`config.mk`:
```
export PLATFORM = sky130hd
export DESIGN_NAME = accel_phase_driver
export DESIGN_NICKNAME = d
export VERILOG_FILES = /design/src/rtl/accel_phase_driver.sv
export SDC_FILE = /design/constraint.sdc
export NUM_CORES = 1
export LEC_CHECK = 0
export BUFFER_PORTS_ARGS = -buffer_cell sky130_fd_sc_hd__buf_2
export CORE_UTILIZATION = 59
export DETAILED_ROUTE_END_ITERATION = 12
export PLACE_DENSITY = 0.86
export SLEW_MARGIN = 20
export SYNTH_ARGS = -nofsm -noshare
export SYNTH_HDL_FRONTEND = slang
export SYNTH_SLANG_ARGS = --single-unit
export TNS_END_PERCENT = 5
```
`constraint.sdc`:
```
create_clock -name clk -period 9.45 [get_ports clk]
set_clock_uncertainty 0.15 [all_clocks]
set_input_delay 0.945 -clock clk [delete_from_list [all_inputs] [get_ports clk]]
set_output_delay 0.945 -clock clk [all_outputs]
set_load 0.03 [all_outputs]
```
`src/rtl/accel_phase_driver.sv`:
```
// accel_phase_driver: one start pulse issues an AXI-Lite control write,
// then streams row_cnt x row_len generated beats on AXI-Stream.
module accel_phase_driver #(
  parameter int          DATA_W    = 32,
  parameter int          ADDR_W    = 32,
  parameter int          CNT_W     = 16,
  parameter logic [31:0] LFSR_SEED = 32'h1
) (
  input  logic                clk,
  input  logic                rst,
  input  logic                start,
  input  logic [ADDR_W-1:0]   cmd_addr,
  input  logic [31:0]         cmd_data,
  input  logic [1:0]          mode,
  input  logic [CNT_W-1:0]    row_len,
  input  logic [CNT_W-1:0]    row_cnt,
  output logic [ADDR_W-1:0]   m_axi_awaddr,
  output logic                m_axi_awvalid,
  input  logic                m_axi_awready,
  output logic [31:0]         m_axi_wdata,
  output logic [3:0]          m_axi_wstrb,
  output logic                m_axi_wvalid,
  input  logic                m_axi_wready,
  input  logic [1:0]          m_axi_bresp,
  input  logic                m_axi_bvalid,
  output logic                m_axi_bready,
  output logic                m_axis_tvalid,
  output logic [DATA_W-1:0]   m_axis_tdata,
  output logic [DATA_W/8-1:0] m_axis_tstrb,
  output logic                m_axis_tlast,
  input  logic                m_axis_tready,
  output logic                busy,
  output logic                done,
  output logic                err
);

  localparam int NB = DATA_W / 8;
  localparam logic [CNT_W-1:0] ONE = CNT_W'(1);
  localparam logic [31:0] MASK = 32'h80200003;
  localparam logic [1:0] M_ROW   = 2'd0;
  localparam logic [1:0] M_INC   = 2'd1;
  localparam logic [1:0] M_LFSR  = 2'd2;
  localparam logic [1:0] M_CONST = 2'd3;

  typedef enum logic [2:0] {
    IDLE, CMD, RESP, STREAM, FIN
  } state_t;

  state_t state_q, state_d;
  logic [ADDR_W-1:0] addr_q, addr_d;
  logic [31:0] data_q, data_d;
  logic [1:0] mode_q, mode_d;
  logic [CNT_W-1:0] len_q, len_d;
  logic [CNT_W-1:0] cnt_q, cnt_d;
  logic [CNT_W-1:0] col_q, col_d;
  logic [CNT_W-1:0] row_q, row_d;
  logic [CNT_W-1:0] beat_q, beat_d;
  logic [31:0] lfsr_q, lfsr_d;
  logic awvalid_q, awvalid_d;
  logic wvalid_q, wvalid_d;
  logic bready_q, bready_d;
  logic tvalid_q, tvalid_d;
  logic busy_q, busy_d;
  logic done_q, done_d;
  logic err_q, err_d;

  logic last_beat;
  logic beat_fire;
  logic [DATA_W-1:0] pat;

  function automatic logic [31:0] lfsr_step(input logic [31:0] v);
    lfsr_step = {1'b0, v[31:1]} ^ (v[0] ? MASK : 32'h0);
  endfunction

  function automatic logic [DATA_W-1:0] rep32(input logic [31:0] w);
    logic [DATA_W-1:0] r;
    r = '0;
    for (int b = 0; b < NB; b++) begin
      r[b*8 +: 8] = w[(b%4)*8 +: 8];
    end
    return r;
  endfunction

  function automatic logic [DATA_W-1:0] row_pat(input logic [CNT_W-1:0] rw);
    logic [DATA_W-1:0] r;
    logic [31:0] t;
    r = '0;
    for (int b = 0; b < NB; b++) begin
      t = 32'(rw) * NB + b;
      r[b*8 +: 8] = t[7:0];
    end
    return r;
  endfunction

  assign last_beat = (row_q == cnt_q - ONE) && (col_q == len_q - ONE);
  assign beat_fire = tvalid_q && m_axis_tready;

  // Next-state, handshake tracking and counter advance.
  always_comb begin
    state_d   = state_q;
    addr_d    = addr_q;
    data_d    = data_q;
    mode_d    = mode_q;
    len_d     = len_q;
    cnt_d     = cnt_q;
    col_d     = col_q;
    row_d     = row_q;
    beat_d    = beat_q;
    lfsr_d    = lfsr_q;
    awvalid_d = awvalid_q;
    wvalid_d  = wvalid_q;
    err_d     = err_q;
    unique case (state_q)
      IDLE: begin
        if (start) begin
          addr_d    = cmd_addr;
          data_d    = cmd_data;
          mode_d    = mode;
          len_d     = row_len;
          cnt_d     = row_cnt;
          col_d     = '0;
          row_d     = '0;
          beat_d    = '0;
          err_d     = 1'b0;
          awvalid_d = 1'b1;
          wvalid_d  = 1'b1;
          state_d   = CMD;
        end
      end
      CMD: begin
        if (awvalid_q && m_axi_awready) awvalid_d = 1'b0;
        if (wvalid_q && m_axi_wready) wvalid_d = 1'b0;
        if ((!awvalid_q || m_axi_awready) &&
            (!wvalid_q || m_axi_wready)) begin
          state_d = RESP;
        end
      end
      RESP: begin
        if (m_axi_bvalid) begin
          if (m_axi_bresp != 2'b00) begin
            err_d   = 1'b1;
            state_d = FIN;
          end else if (len_q == '0 || cnt_q == '0) begin
            state_d = FIN;
          end else begin
            lfsr_d  = LFSR_SEED;
            state_d = STREAM;
          end
        end
      end
      STREAM: begin
        if (beat_fire) begin
          beat_d = beat_q + ONE;
          lfsr_d = lfsr_step(lfsr_q);
          if (col_q == len_q - ONE) begin
            col_d = '0;
            row_d = row_q + ONE;
          end else begin
            col_d = col_q + ONE;
          end
          if (last_beat) state_d = FIN;
        end
      end
      FIN: state_d = IDLE;
      default: state_d = IDLE;
    endcase
    bready_d = (state_d == RESP);
    tvalid_d = (state_d == STREAM);
    busy_d   = (state_d == CMD) || (state_d == RESP) ||
               (state_d == STREAM);
    done_d   = (state_d == FIN);
  end

  // Payload generator; gated so tdata reads zero outside a burst.
  always_comb begin
    pat = '0;
    unique case (mode_q)
      M_ROW:   pat = row_pat(row_q);
      M_INC:   pat = DATA_W'(beat_q);
      M_LFSR:  pat = rep32(lfsr_q);
      M_CONST: pat = rep32(data_q);
      default: pat = '0;
    endcase
  end

  // State, captured command and registered control outputs.
  always_ff @(posedge clk or posedge rst) begin
    if (rst) begin
      state_q   <= IDLE;
      addr_q    <= '0;
      data_q    <= '0;
      mode_q    <= '0;
      len_q     <= '0;
      cnt_q     <= '0;
      col_q     <= '0;
      row_q     <= '0;
      beat_q    <= '0;
      lfsr_q    <= LFSR_SEED;
      awvalid_q <= 1'b0;
      wvalid_q  <= 1'b0;
      bready_q  <= 1'b0;
      tvalid_q  <= 1'b0;
      busy_q    <= 1'b0;
      done_q    <= 1'b0;
      err_q     <= 1'b0;
    end else begin
      state_q   <= state_d;
      addr_q    <= addr_d;
      data_q    <= data_d;
      mode_q    <= mode_d;
      len_q     <= len_d;
      cnt_q     <= cnt_d;
      col_q     <= col_d;
      row_q     <= row_d;
      beat_q    <= beat_d;
      lfsr_q    <= lfsr_d;
      awvalid_q <= awvalid_d;
      wvalid_q  <= wvalid_d;
      bready_q  <= bready_d;
      tvalid_q  <= tvalid_d;
      busy_q    <= busy_d;
      done_q    <= done_d;
      err_q     <= err_d;
    end
  end

  assign m_axi_awaddr  = addr_q;
  assign m_axi_awvalid = awvalid_q;
  assign m_axi_wdata   = data_q;
  assign m_axi_wstrb   = 4'hF;
  assign m_axi_wvalid  = wvalid_q;
  assign m_axi_bready  = bready_q;
  assign m_axis_tvalid = tvalid_q;
  assign m_axis_tdata  = tvalid_q ? pat : '0;
  assign m_axis_tstrb  = '1;
  assign m_axis_tlast  = tvalid_q && last_beat;
  assign busy          = busy_q;
  assign done          = done_q;
  assign err           = err_q;

endmodule

```
==> run_results.csv, run 1 <==
group,metric,value,unit
power_and_ir_drop,total_power,3.61,mW
global_route,antenna_found_initial,0,
worst_setup_path,cp_slowest_stage_delay,0.64,ns
routing,drt_iter0_drc,1008,
clock_tree,cts-buffers-inserted,17,
layout,synthToLayoutAreaGrowth,16.6,%
yosys,yosysWarnings,0,
worst_setup_path,path_class,"flop to output port",
worst_setup_path,worstPathCellList,"or4_4 > or4_4 > or4_4 > o211ai_2 > nand4_1 > nor4_1 > buf_2",
worst_setup_path,crit_path_start,"cnt_q[5]$_DFFE_PP0P_",
yosys,ys.flop_type,"dfrtp_1",
worst_setup_path,critPathArrivalTime,3.85,ns
clock_tree,clk_latency,0.44,ns
clock_tree,post_cts_buffers,0,
routing,drt_first_pass_iters,6,
sta,drv_slew,0,
worst_setup_path,critPathTopFamily,"simple AND/OR/NAND/NOR gates",
layout,fin_cells,1604,
clock_tree,cts_sinks,188,
worst_setup_path,path_buf_inv,1,
sta,tightest_slew,1.03,ns
layout,final_common_cell,"nand2_1",
sta,fin_crit,4.95,ns
power_and_ir_drop,p_leak,5.80,nW
floorplanning,die_y,133,um
worst_setup_path,crit_path_end_kind,"output port",
clock_tree,ctsHoldBuffers,0,
yosys,postSynthCellCount,1211,
worst_setup_path,crit_top_cell,"or4_4",
yosys,synth-edff-count,0,
floorplanning,placementRows,47,
min_path,hold_class,"flop to flop",
worst_setup_path,reg2reg_to,"col_q[10]$_DFFE_PP0P_",
power_and_ir_drop,powerDensity,306,nW/um^2
yosys,ys_seq_elements,188,
yosys,postSynth.asyncResetShare,1.00,
layout,diodes,0,
placed_design,place_inst,1572,
clock_tree,cts_tree,"built",
sta,slew_headroom,0.313,
worst_setup_path,rr_worst_depth,9,
floorplanning,core_area,16600,um^2
worst_setup_path,path_depth,7,
floorplanning,die_w,133,um
sta,final-hold-violation-count,0,
worst_setup_path,r2r_start,"len_q[0]$_DFFE_PP0P_",
job,cap_violations,0,
worst_setup_path,start_kind,"flop",
yosys,synth_top_area_cell,"dfrtp_1",
yosys,synth_top_area_frac,0.464,
placed_design,portBuffers,210,
clock_tree,clockBufferDepth,2,
sta,rsz0062_at_grt,"no",
yosys,yosysSeqAreaShare,0.466,
sta,clock.fmax,202,MHz
worst_setup_path,regToRegSetupSlack,5.43,ns
global_route,overflow,0,
placed_design,place_congestion,0.893,
yosys,syn_area,10100,um^2
yosys,postSynthAreaPerCell,8.33,um^2
layout,layout_common_cells,"391 x nand2_1, 210 x buf_2, 187 x dfrtp_1",
worst_setup_path,crit_fanout,8,
clock_tree,cts_resized,0,
floorplanning,io_pins,219,
sta,timing.hold.ws,0.322,ns
sta,setup-violations-final,0,
global_route,grt_max_degree,107,
yosys,synth_cell_type_count,69,
routing,viasPerCell,5.79,
floorplanning,initial_utilization,0.606,
worst_setup_path,critPathRequiredTime,8.36,ns
floorplanning,die-area,17600,um^2
worst_setup_path,cpMaxStageDelayCell,"nor4_1",
routing,via_count,9286,
placed_design,dp_hpwl,18400,um
clock_tree,htree_levels,4,
sta,fin_crit_sh,0.524,
routing,postRouteAntennaNets,0,
clock_tree,clk_pin_slew,0.08,ns
routing,wl_per_cell,16.6,um
routing,post-route-drc-count,0,
sta,fin_setup_tns,0,ns
worst_setup_path,crit_end,"m_axis_tlast",
clock_tree,cts_root_buf,"clkbuf_16",
power_and_ir_drop,ir_drop,0.000226,V
global_route,grt_pass1_wl,43200,um
layout,final_nets,1483,
status,run_status,"completed",
routing,wl,26700,um
layout,drive_above_1_share,0.206,
global_route,track_usage,0.310,
global_route,grt_pass1_vias,8647,
yosys,synth.area.top_cells,"dfrtp_1 46%, nand2_1 15%, mux2i_1 2.7%, nor2_1 2.5%, a21oi_1 2.5%",
## where the power goes
part / leakage [nW] / switching [mW] / internal (mW)
registers: 2.46 / 0.253 / 1.03
clock network: 0.304 / 0.379 / 0.368
logic: 3.04 / 1.08 / 0.493
total: 5.80 / 1.71 / 1.89
## area by class of cell
class / count / area, um^2
Multi-Input combinational cell: 911 / 4910
Fill cell: 1304 / 4880
Sequential cell: 188 / 4710
Timing Repair Buffer: 217 / 1110
Clock buffer: 17 / 425
Tap cell: 220 / 275
Clock inverter: 15 / 199
Inverter: 36 / 140
## logic make-up (layout without fill, tap and decap cells)
| group | Yosys count | after routing | share of synthesized area |
|---|---|---|---|
| AO/OA/AOI/OAI | 188 | 188 | 0.118 |
| XOR/XNOR | 49 | 49 | 0.0425 |
| adder cells (fa/ha/maj) | 5 | 5 | 0.00620 |
| buffers and inverters | 119 | 285 | 0.0513 |
| flip-flops | 188 | 188 | 0.466 |
| multiplexers | 31 | 31 | 0.0313 |
| other | 1 | 8 | 0.000372 |
| AND/OR/NAND/NOR | 630 | 630 | 0.284 |
## cell usage after synthesis (all sizes together) (15+ instances only)
cell type,number
clkbuf,57
mux2i,27
nand4,36
or3,15
nand3,21
nor2,68
nand2,391
nor3,19
a21oi,50
dfrtp,187
o21ai,54
buf,26
nand2b,15
inv,36
xor2,24
o31ai,18
xnor2,25
## worst min path at each step
stage | from | to | slack (ns) | cells past startpoint
after floorplan | lfsr_q[17]$_DFFE_PP0P_ | lfsr_q[17]$_DFFE_PP0P_ | 0.30 | 2
after global placement | m_axi_awaddr[9]$_DFFE_PP0P_ | m_axi_awaddr[9]$_DFFE_PP0P_ | 0.30 | 2
after detailed placement | m_axi_awaddr[0]$_DFFE_PP0P_ | m_axi_awaddr[0]$_DFFE_PP0P_ | 0.31 | 2
after CTS | m_axi_awaddr[0]$_DFFE_PP0P_ | m_axi_awaddr[0]$_DFFE_PP0P_ | 0.33 | 2
after global routing | m_axi_awaddr[0]$_DFFE_PP0P_ | m_axi_awaddr[0]$_DFFE_PP0P_ | 0.34 | 2
final | m_axi_awaddr[7]$_DFFE_PP0P_ | m_axi_awaddr[7]$_DFFE_PP0P_ | 0.32 | 2
## registers in the layout, summed over array words and instances, names as in the netlist
signal and flops:
lfsr_q 32, m_axi_awaddr 32, m_axi_wdata 32, beat_q 16, cnt_q 16, col_q 16, len_q 16, row_q 16
state_q 3, mode_q 2, busy 1, done 1, err 1, m_axi_awvalid 1, m_axi_bready 1, m_axi_wvalid 1
m_axis_tvalid 1
## metrics by stage
stage	util	setup slack (ns)	instance area [um^2]
floorplan	-	3.24	10100
global placement	0.669	5.15	11100
detailed placement	0.669	5.09	11100
CTS	0.706	4.61	11800
global route	0.707	4.53	11800
finish	0.707	4.50	11800
## worst reg2reg max path, cell delays in order, from the launching register on
cell and delay (ns):
dfrtp_1 0.43, inv_1 0.09, ha_1 0.23, nor4b_4 0.37
a21oi_1 0.11, or4b_2 0.68, a221oi_2 0.30, nand4_1 0.62
nand2_1 0.66, o311ai_0 0.22
## per-layer routing
layer	global-route usage	routed length, um	up-vias
met5	0	0	-
met4	0.118	736	0
met3	0.0609	2030	54
met2	0.504	12900	443
met1	0.413	11100	4377
li1	-	-	4412
Note: power is estimated with default switching activity, not from simulation.
==> inputs of run 2 (changes only) <==
Settings changed: ABC_AREA set to 1, CORE_UTILIZATION 59 to 50, PLACE_DENSITY 0.86 to 0.77.
Clock period 9.45 ns to 4.05 ns, I/O delays scaled along.
==> run_results.csv, run 2 <==
group,metric,value,unit
layout,drive_above_1_share,0.180,
global_route,antenna_found_initial,0,
global_route,grt_max_degree,77,
routing,post-route-drc-count,0,
worst_setup_path,critPathRequiredTime,3.49,ns
worst_setup_path,worstPathCellList,"inv_1 > ha_1 > nand2_1 > nor2_1 > nand2_1 > nand2_1 > nand3_1 > nor2_1 > nand3_1 > nor2_1 > nand2_1 > nor2_1 > buf_2",
routing,viasPerCell,5.26,
worst_setup_path,crit_path_end_kind,"output port",
floorplanning,die_y,145,um
placed_design,portBuffers,210,
power_and_ir_drop,p_leak,6.37,nW
yosys,postSynthCellCount,1386,
layout,layout_common_cells,"472 x nand2_1, 210 x buf_2, 187 x dfrtp_1",
yosys,synth_top_area_frac,0.456,
power_and_ir_drop,ir_drop,0.000527,V
routing,via_count,9852,
sta,slew_headroom,0.455,
sta,clock.fmax,300,MHz
routing,wl,28500,um
routing,drt_first_pass_iters,5,
routing,wl_per_cell,15.2,um
sta,final-hold-violation-count,0,
worst_setup_path,critPathArrivalTime,2.78,ns
yosys,postSynthAreaPerCell,7.40,um^2
clock_tree,clk_latency,0.44,ns
clock_tree,cts_tree,"built",
yosys,synth-edff-count,0,
job,cap_violations,0,
clock_tree,clockBufferDepth,2,
routing,drt_iter0_drc,810,
sta,final.setup.worst_slack,0.712,ns
yosys,postSynth.asyncResetShare,1.00,
worst_setup_path,cpMaxStageDelayCell,"dfrtp_1",
clock_tree,clk_pin_slew,0.08,ns
yosys,syn_area,10300,um^2
sta,tightest_slew,0.818,ns
worst_setup_path,path_class,"flop to output port",
yosys,synth_cell_type_count,46,
layout,fin_cells,1873,
yosys,ys_seq_elements,188,
routing,postRouteAntennaNets,0,
sta,setup-violations-final,0,
yosys,yosysSeqAreaShare,0.459,
worst_setup_path,start_kind,"flop",
clock_tree,htree_levels,4,
floorplanning,io_pins,219,
layout,synthToLayoutAreaGrowth,19.4,%
layout,final_nets,1702,
sta,fin_setup_tns,0,ns
layout,final_common_cell,"nand2_1",
clock_tree,cts_root_buf,"clkbuf_16",
status,run_status,"completed",
sta,rsz0062_at_grt,"no",
global_route,track_usage,0.276,
global_route,grt_pass1_wl,46800,um
global_route,overflow,0,
floorplanning,die_w,145,um
yosys,synth_top_area_cell,"dfrtp_1",
clock_tree,cts_sinks,188,
layout,diodes,0,
placed_design,place_congestion,0.978,
floorplanning,initial_utilization,0.509,
min_path,hold_class,"input pin to flop",
sta,drv_slew,0,
placed_design,place_inst,1828,
sta,fin_crit_sh,0.824,
floorplanning,die-area,21100,um^2
layout,postLayoutCellArea,12300,um^2
clock_tree,post_cts_buffers,0,
placed_design,pre_cts_ws,1.05,ns
yosys,synth_common_cells,"473 x nand2_1, 187 x dfrtp_1, 150 x inv_1",
placed_design,post_dp_cell_area,11500,um^2
yosys,yosysMostFrequentCell,"nand2_1",
yosys,yosysWarnings,0,
floorplanning,placementRows,52,
layout,fillCellCount,1826,
floorplanning,core_area,20200,um^2
power_and_ir_drop,powerDensity,727,nW/um^2
placed_design,dp_hpwl,20500,um
global_route,grt_pass1_vias,9370,
yosys,ys.flop_type,"dfrtp_1",
worst_setup_path,cp_slowest_stage_delay,0.38,ns
clock_tree,cts-buffers-inserted,17,
sta,fin_crit,3.34,ns
yosys,synth.area.top_cells,"dfrtp_1 46%, nand2_1 17%, inv_1 5.5%, nand3_1 4.5%, o21ai_0 4.1%",
worst_setup_path,crit_fanout,6,
[run 2: cell count changes after synthesis, moves of 15 or more]
cell,delta
nand2b_1,-15
nand2_1,+82
nor2_1,+42
o21ai_0,+34
inv_1,+114
clkbuf_1,-17
xor2_1,+15
mux2i_1,-27
nand4_1,-24
a21oi_1,-18
nand3_1,+72
[run 2: final cells by class]
| cell class | instances | area, um^2 | share of cell area |
|---|---|---|---|
| inverter | 161 | 611 | 0.0498 |
| timing repair buffer | 236 | 1310 | 0.107 |
| clock inverter | 14 | 150 | 0.0122 |
| clock buffer | 18 | 429 | 0.0350 |
| sequential | 188 | 4710 | 0.384 |
| multi-input combinational | 986 | 4710 | 0.384 |
| tap | 270 | 338 | 0.0276 |
[run 2: where the power goes]
group | internal (mW) | leakage [nW] | switching, mW | total (mW)
sequential | 2.44 | 2.45 | 0.535 | 2.98
clock | 0.822 | 0.276 | 0.829 | 1.65
combinational | 1.23 | 3.64 | 3.05 | 4.28
total | 4.49 | 6.37 | 4.42 | 8.91
[run 2: worst paths after layout]
kind | start | end | slack, ns | cells after the start
min reg2reg | m_axi_awaddr[24]$_DFFE_PP0P_ | m_axi_awaddr[24]$_DFFE_PP0P_ | 0.33 | 2
max | cnt_q[0]$_DFFE_PP0P_ | m_axis_tlast | 0.71 | 13
min in group asynchronous | rst | col_q[11]$_DFFE_PP0P_ | 0.37 | 3
min | cmd_data[5] | m_axi_wdata[5]$_DFFE_PP0P_ | 0.002 | 3
max in group asynchronous | rst | lfsr_q[0]$_DFFE_PP1P_ | 2.36 | 5
max reg2reg | cnt_q[0]$_DFFE_PP0P_ | lfsr_q[5]$_DFFE_PP0P_ | 0.99 | 12
[run 2: logic make-up (layout without fill, tap and decap cells)]
kind of cell	count (synthesis)	after routing	synth area share
other	1	8	0.000365
XOR/XNOR	50	50	0.0427
buffers and inverters	219	429	0.0852
flip-flops	188	188	0.459
AND/OR/NAND/NOR	742	742	0.304
AO/OA/AOI/OAI	181	181	0.103
adder cells (fa/ha/maj)	5	5	0.00610
[run 2: metal layers]
layer  vias to the layer above  share of wire  wire [um]  GRT usage
li1                       4808              -          -          -
met1                      4603           0.43      12400      0.376
met2                       403           0.47      13400      0.449
met3                        38          0.079       2260     0.0560
met4                         0          0.015        414     0.0747
met5                         -              0          0          0
[run 2: what timing repair did]
action                    in CTS  in global routing
hold buffers                  10                  2
hold endpoints to repair      10                 13
resized for setup              0                  0
[run 2: critical path, delay by kind of cell (launching register included)]
| family | cells | cell delay, ns |
|---|---|---|
| fa+ha+maj | 1 | 0.26 |
| buf+inv | 2 | 0.36 |
| flops | 1 | 0.38 |
| simple gates | 10 | 1.34 |
[run 2: through the flow]
step / total power, mW / utilization / hold WS [ns]
after global routing: 9.50 / 0.608 / 0.00303
after floorplan: 5.98 / - / 0.300
final: 8.91 / 0.608 / 0.00237
after global placement: 7.13 / 0.572 / 0.308
after CTS: 8.89 / 0.606 / 0.000159
after detailed placement: 7.21 / 0.572 / 0.310
